<file path="config.mk">
export PLATFORM = sky130hd
export DESIGN_NAME = register_file_be
export DESIGN_NICKNAME = d
export VERILOG_FILES = /design/src/rtl/register_file_be.sv
export SDC_FILE = /design/constraint.sdc
export NUM_CORES = 1
export LEC_CHECK = 0
export CORE_MARGIN = 5
export CORE_UTILIZATION = 28
export CTS_BUF_LIST = sky130_fd_sc_hd__clkbuf_16
export DETAILED_ROUTE_END_ITERATION = 10
export HOLD_SLACK_MARGIN = 0.06
export PLACE_DENSITY_LB_ADDON = 0.12
export RECOVER_POWER = 25
export SLEW_MARGIN = 25
export SYNTH_ARGS = -nofsm -noshare
export SYNTH_HDL_FRONTEND = slang
export SYNTH_SLANG_ARGS = --single-unit
</file>
<file path="constraint.sdc">
create_clock -name clock -period 6.6 [get_ports clock]
set_input_delay 1.98 -clock clock [delete_from_list [all_inputs] [get_ports clock]]
set_output_delay 1.98 -clock clock [all_outputs]
set_load 0.05 [all_outputs]
</file>
<file path="src/rtl/register_file_be.sv">
// register_file_be: byte-enabled register file with location 0 reading as zero,
// optional same-cycle write-to-read bypass, and a sequential clear engine that
// zeroes every location after reset or on request.
//
// Handshake note: there is no valid/ready pair. `busy` is a level stall
// indication. While busy=1, wr is ignored and nothing is queued, so the
// writeback stage must hold its write until busy=0. `done` is a single-cycle
// pulse in the first IDLE cycle after a clear pass.
module register_file_be #(
  parameter int Abits  = 5,
  parameter int Dbits  = 32,
  parameter int Nloc   = 32,
  parameter int BYPASS = 1
) (
  input  logic               clock,
  input  logic               reset_n,
  input  logic               wr,
  input  logic [Dbits/8-1:0] wbe,
  input  logic [Abits-1:0]   WriteAddr,
  input  logic [Dbits-1:0]   WriteData,
  input  logic [Abits-1:0]   ReadAddr1,
  input  logic [Abits-1:0]   ReadAddr2,
  output logic [Dbits-1:0]   ReadData1,
  output logic [Dbits-1:0]   ReadData2,
  input  logic               clear,
  output logic               busy,
  output logic               done,
  output logic               state_dbg_o
);

  localparam int NB = Dbits / 8;
  localparam logic [Abits:0]   NLOC_W = (Abits + 1)'(Nloc);
  localparam logic [Abits-1:0] LAST   = Abits'(Nloc - 1);

  typedef enum logic {
    IDLE  = 1'b0,
    CLEAR = 1'b1
  } state_e;

  state_e            state_q, state_d;
  logic [Abits-1:0]  cnt_q, cnt_d;
  logic              done_q, done_d;
  logic [Dbits-1:0]  mem_q [Nloc];
  logic              wr_eff;

  // Location 0 and locations at or above Nloc are not backed by storage.
  function automatic logic in_range(input logic [Abits-1:0] a);
    return (a != '0) && ({1'b0, a} < NLOC_W);
  endfunction

  // Byte-lane merge: new bytes where the enable is set, old bytes elsewhere.
  function automatic logic [Dbits-1:0] merge(input logic [Dbits-1:0] old_v,
                                             input logic [Dbits-1:0] new_v,
                                             input logic [NB-1:0]    be);
    logic [Dbits-1:0] r;
    r = old_v;
    for (int i = 0; i < NB; i++) begin
      if (be[i]) r[8*i +: 8] = new_v[8*i +: 8];
    end
    return r;
  endfunction

  assign busy        = (state_q == CLEAR);
  assign done        = done_q;
  assign state_dbg_o = state_q;
  assign wr_eff      = !busy && wr && (|wbe) && in_range(WriteAddr);

  // Clear engine next state: walk the counter to Nloc-1, then fall to IDLE.
  always_comb begin
    state_d = state_q;
    cnt_d   = cnt_q;
    done_d  = 1'b0;
    case (state_q)
      CLEAR: begin
        if (cnt_q == LAST) begin
          state_d = IDLE;
          cnt_d   = '0;
          done_d  = 1'b1;
        end else begin
          cnt_d = cnt_q + Abits'(1);
        end
      end
      IDLE: begin
        if (clear) begin
          state_d = CLEAR;
          cnt_d   = '0;
        end
      end
    endcase
  end

  // Clear engine state register; reset starts a fresh pass from location 0.
  always_ff @(posedge clock or negedge reset_n) begin
    if (!reset_n) begin
      state_q <= CLEAR;
      cnt_q   <= '0;
      done_q  <= 1'b0;
    end else begin
      state_q <= state_d;
      cnt_q   <= cnt_d;
      done_q  <= done_d;
    end
  end

  // Storage update: clear pass zeroes one location per cycle, otherwise byte writes.
  always_ff @(posedge clock) begin
    if (busy) begin
      mem_q[cnt_q] <= '0;
    end else if (wr_eff) begin
      mem_q[WriteAddr] <= merge(mem_q[WriteAddr], WriteData, wbe);
    end
  end

  // Read port 1: zero when busy or unbacked, bypass merge on a same-address write.
  always_comb begin
    ReadData1 = '0;
    if (!busy && in_range(ReadAddr1)) begin
      if (BYPASS != 0 && wr_eff && WriteAddr == ReadAddr1) begin
        ReadData1 = merge(mem_q[ReadAddr1], WriteData, wbe);
      end else begin
        ReadData1 = mem_q[ReadAddr1];
      end
    end
  end

  // Read port 2: same rules as port 1, independent address.
  always_comb begin
    ReadData2 = '0;
    if (!busy && in_range(ReadAddr2)) begin
      if (BYPASS != 0 && wr_eff && WriteAddr == ReadAddr2) begin
        ReadData2 = merge(mem_q[ReadAddr2], WriteData, wbe);
      end else begin
        ReadData2 = mem_q[ReadAddr2];
      end
    end
  end

endmodule

</file>
Word level (Yosys, flattened, before mapping) --
Memories as Yosys holds them, arrays and structs flattened. Cells that the tools add are included.
Cells by class: add/sub/neg operators 1, equality and inequality tests 8, mux-type cells 40, bitwise logic cells 1, reduce and logical (&&, ||, !) cells 17
Operators by type and width (number):
- 2-to-1 mux 32 bit | 5
- 2-to-1 mux 8 bit | 20
- OR reduction 32 bit | 1
- 2-to-1 mux 5 bit | 3
- nonzero test 5 bit | 3
- != test 3 bit, second input constant | 4
- == test 5 bit | 2
- case mux 5 bit (2 select lines) | 1
- 2-to-1 mux 1 bit | 9
- AND reduction 2 bit | 4
- logical AND 1 bit | 7
- adder 5 x 1 -> 5 bit, second input constant | 1
- == test 5 bit, second input constant | 1
- 2-to-1 mux 4 bit | 1
- OR reduction 4 bit | 1
- != test 2 bit, second input constant | 1
- case mux 1 bit (2 select lines) | 1
- logical NOT 1 bit | 1
- NOT 1 bit | 1
Word-level totals: bits in registers 7, memory bits (writable) 1024, output and inout port bits 67, logic and storage cells 71, memories kept 1
Memories:
- mem_q | depth 32, width 32, read ports 2, clocked after Yosys merged registers in 0, wr ports 1, RTL line 43 | logic [Dbits-1:0] mem_q [Nloc];

Longest topological paths before layout --
depth in word-level cells 10, gate-level depth with buffers 9, mapped depth without buffers 5

Worst setup path after synthesis --
No wires, ideal clock.
path kind input to output, start in ReadAddr2[0], end out ReadData2[29], arrival 3956 ps, data required time 4620 ps, setup slack 664 ps, stages on the path 9, cells stage by stage buf_6 buf_6 buf_6 buf_4 clkbuf_1 nand2_1 a21oi_1 a21oi_1 o211ai_1
On the way: word-level cells in the longest chain between the ends 4, elaborated cells between the ends (all ways) 8, those cells by class eq/ne: 1; mux: 3; reduce/logical: 3; memory: 1
RTL lines:
- from (decl) | RTL line 22 | input logic [Abits-1:0] ReadAddr2,
- memory read (32 x 32 bit) or == test 5 bit (tied branches)
- 2-to-1 mux 8 bit or logical AND 1 bit (tied branches) | RTL line 58, 130
- 2-to-1 mux 32 bit | RTL line 130 | if (BYPASS != 0 && wr_eff && WriteAddr == ReadAddr2) begin
- 2-to-1 mux 32 bit (*) | RTL line 129 | if (!busy && in_range(ReadAddr2)) begin
- to (decl) | RTL line 24 | output logic [Dbits-1:0] ReadData2,
Every way passes the cells marked *; elsewhere a longest branch is shown, timed or not.

Worst setup path after layout --
start in WriteAddr[1], end out ReadData2[12]
On the way: word-level cells in the longest chain between the ends 5, elaborated cells between the ends (all ways) 6, those cells by class eq/ne: 1; mux: 2; reduce/logical: 3
RTL lines:
- from (decl) | RTL line 19 | input logic [Abits-1:0] WriteAddr,
- nonzero test 5 bit | RTL line 48 | return (a != '0) && ({1'b0, a} < NLOC_W);
- logical AND 1 bit | RTL line 66 | assign wr_eff = !busy && wr && (|wbe) && in_range(WriteAddr);
- logical AND 1 bit (*) | RTL line 130
- 2-to-1 mux 32 bit (*) | RTL line 130
- 2-to-1 mux 32 bit (*) | RTL line 129
Marked as above.

==> results.json <==
{
  "wl_per_cell_um": 33.4,
  "p_clk_share_pct": 34.1,
  "drc": 0,
  "cts_num_sinks": 1031,
  "maxSlewViolCount": 296,
  "use_met3_pct": 3.42,
  "dr.first_iter.drc_count": 3459,
  "whs_endpoint": "cnt_q[4]",
  "critPathLaunchType": "primary input",
  "powerDensity_nw_per_um2": 327,
  "final_common_cell": "edfxtp_1",
  "rrSetupSlack_ps": 2010,
  "reg2regPathDepth": 5,
  "cp_common_cell": "buf_4",
  "grt_first_pass_wirelength_um": 270000,
  "root_buffer": "clkbuf_16",
  "fin_skew_ps": 17.2,
  "slowest_stage": "clkdlybuf4s50_1",
  "grt_pass1_vias": 33800,
  "synth_seq_area_share_pct": 62.2,
  "synth_area_leaders": "edfxtp_1, mux4_2, mux2i_1",
  "io_pins": 122,
  "worstReg2RegStart": "busy",
  "switchingPower_uw": 6170,
  "initial_utilization_pct": 28.2,
  "rsz0062_at_grt": "false",
  "fmax_ghz": 0.153,
  "gp_congestion": 0.885,
  "mostFrequentLayoutCells": "edfxtp_1, buf_4, mux4_2",
  "cts_max_level": 3,
  "syn_area_per_cell_um2": 16.9,
  "max_stage_delay_ps": 570,
  "ir_worst_vdd_uv": 211,
  "io_buffers": 121,
  "cp-end-kind": "output port",
  "critical-path-top-delay-family": "buffers and inverters",
  "cts_hold_buffers": 0,
  "synth_edf_count": 1024,
  "p_leak_uw": 0.0211,
  "clk_path_buf_depth": 3,
  "path_class": "in -> out",
  "ant_nets": 0,
  "die_h_um": 431,
  "min_period_ps": 6520,
  "p_seq_share_pct": 42.3,
  "wl_um": 195000,
  "p_int_uw": 13900,
  "power.share.combinational_pct": 23.6,
  "synth.cell_area_um2": 49700,
  "rows": 154,
  "synth.distinct_cells": 71,
  "violations": "capacitance limit, slew limit",
  "die-area_um2": 186000,
  "worst_slew_pin_slew_ps": 1760,
  "met1_usage_pct": 26.8,
  "num-nets-final": 3455,
  "maxSlewHeadroom_pct": -17.1,
  "clock_latency_ps": 750,
  "yosysTopAreaCellShare_pct": 61.8,
  "cp.arrival_ps": 4540,
  "busiest_layer": "met2",
  "synth_nets": 2995,
  "async_flop_share_pct": 0.679,
  "post_dp_cell_area_um2": 57300,
  "crit_fanout": 6,
  "maxCapViolations": 10,
  "grt_overflow": 0,
  "worst-path-buf-inv": 5,
  "fin_crit_sh_pct": 98.8,
  "viasPerCell": 5.51,
  "design_area_um2": 61500,
  "cts_tree": "yes",
  "worstHoldPathCells": 2,
  "antenna_found_initial": 9,
  "grtUsageMet2_pct": 34.5,
  "status": "finished with violations",
  "grt_max_degree": 57,
  "final_layout_size_suffix_gt1_share_pct": 32.8,
  "holdCritStartpoint": "busy",
  "coreArea_um2": 176000,
  "reg2reg_to": "mem_q[28][20]",
  "synth_top_area_cell": "edfxtp_1",
  "yosys_most_used_dff": "edfxtp_1",
  "yosysWarnings": 0,
  "clkTransAtPathRegs_ps": 60,
  "hold_viol_final": 0,
  "worstPathCellList": "clkdlybuf4s50_1, xnor2_1, nand3_2, buf_4, o31ai_2, buf_4, a21oi_1, buf_4, a211o_1, buf_4",
  "dpl.hpwl_um": 140000,
  "hold_path.class": "reg -> reg",
  "cts_made_buffers": 117,
  "setup-violations-final": 0,
  "syn_to_final_growth_pct": 23.6,
  "grt.total_usage_pct": 20.5,
  "synth-seq-cells": 1031,
  "via_count": 32200,
  "synth_cells": 2938,
  "worstPathRequired_ps": 4620,
  "die_x_um": 431,
  "switching_share_pct": 30.7,
  "drtPass1Iterations": 5,
  "power.total_uw": 20100,
  "hold_slack_ps": 752
}
[routing by layer]
layer  up-vias  share of wire [%]
met5         -                  0
met4         0                4.2
met3       323                6.0
met2      1318                 49
met1     17200                 41
li1      13300                  -
[cell type report]
class / count / area [µm²]
tap: 2340 / 2930
sequential: 1031 / 30900
fill: 16800 / 115000
antenna: 1 / 2.50
inverter: 11 / 41.3
timing repair buffer: 575 / 5710
clock inverter: 104 / 1120
multi-input combinational: 1662 / 17800
clock buffer: 117 / 2930
[state kept, by name (all words and copies together), names as in the netlist]
name and flops:
mem_q 1024, done 1, busy 1, cnt_q 5
[metrics by stage]
| stage | cells | worst slack (ps) | setup TNS (ps) | util [%] |
|---|---|---|---|---|
| floorplan | 2938 | 664 | 0 | - |
| CTS | 5839 | 15.6 | 0 | 34.8 |
| global placement | 5614 | -196 | -2680 | 32.5 |
| global route | 5841 | 27.7 | 0 | 34.8 |
| detailed placement | 5614 | -200 | -2390 | 32.5 |
| finish | 5841 | 78.8 | 0 | 34.8 |
[worst min-delay path: stages, from the launching register on]
cell	delay [ps]
dfstp_2	530
nand2_1	110
o21ai_0	60
[worst max path at each step]
| stage | startpoint | endpoint | slack (ps) | cells after the start |
|---|---|---|---|---|
| final | WriteAddr[1] | ReadData2[12] | 80 | 10 |
| after detailed placement | wr | ReadData2[31] | -200 | 8 |
| after global routing | ReadAddr2[0] | ReadData2[16] | 30 | 8 |
| after global placement | wr | ReadData2[12] | -200 | 11 |
| after floorplan | ReadAddr2[0] | ReadData2[29] | 660 | 9 |
| after CTS | ReadAddr1[0] | ReadData1[14] | 20 | 9 |
[Yosys cell counts, drive strengths merged, types with 2 or more instances]
cell type     n
or3           2
nor4b         3
clkbuf       74
and2b         2
nand4         7
mux2i       338
clkinv        2
xnor2        11
and3          5
or2           2
o22ai        41
and2         36
nand3        13
a22oi       103
o31ai         7
a211o        21
o221ai       16
nor3         43
nor4         11
o2111ai      13
buf         160
inv           9
a31o          3
nand2b       29
a32o         24
a21oi        89
a31oi         8
a211oi        8
ha            2
a221oi       70
nand2        67
nor2        148
a22o         17
mux4        347
a21boi       10
o32ai         2
mux2         34
a21o         13
a221o        16
edfxtp     1024
nor2b        14
dfrtp         6
o211ai       11
o21ai        67
[cell families (layout without fill, tap and decap cells)]
kind of cell / count (synthesis) / in the layout / synth area share, %
flip-flops: 1031 / 1031 / 62.2
multiplexers: 719 / 719 / 23.3
AO/OA/AOI/OAI: 543 / 543 / 7.96
AND/OR/NAND/NOR: 386 / 386 / 3.78
buffers and inverters: 245 / 807 / 2.53
XOR/XNOR: 12 / 12 / 0.211
adder cells (fa/ha/maj): 2 / 2 / 0.0503
other: 0 / 1 / 0
[power by group through the flow]
stage | registers [µW] | clock network, µW | logic [µW]
floorplan | 8460 | 0 | 2380
global placement | 8580 | 0 | 4700
detailed placement | 8620 | 0 | 4750
CTS | 8490 | 6990 | 4770
global route | 8560 | 7280 | 4920
finish | 8500 | 6850 | 4730
[timing repair]
item | in CTS | in global routing
setup buffers | 4 | 1
pin swaps | 1 | 0
hold endpoints to repair | 0 | 0
setup endpoints to repair | 31 | 16
gates resized for setup | 13 | 9
No activity file was read; power rests on OpenSTA's default activity.
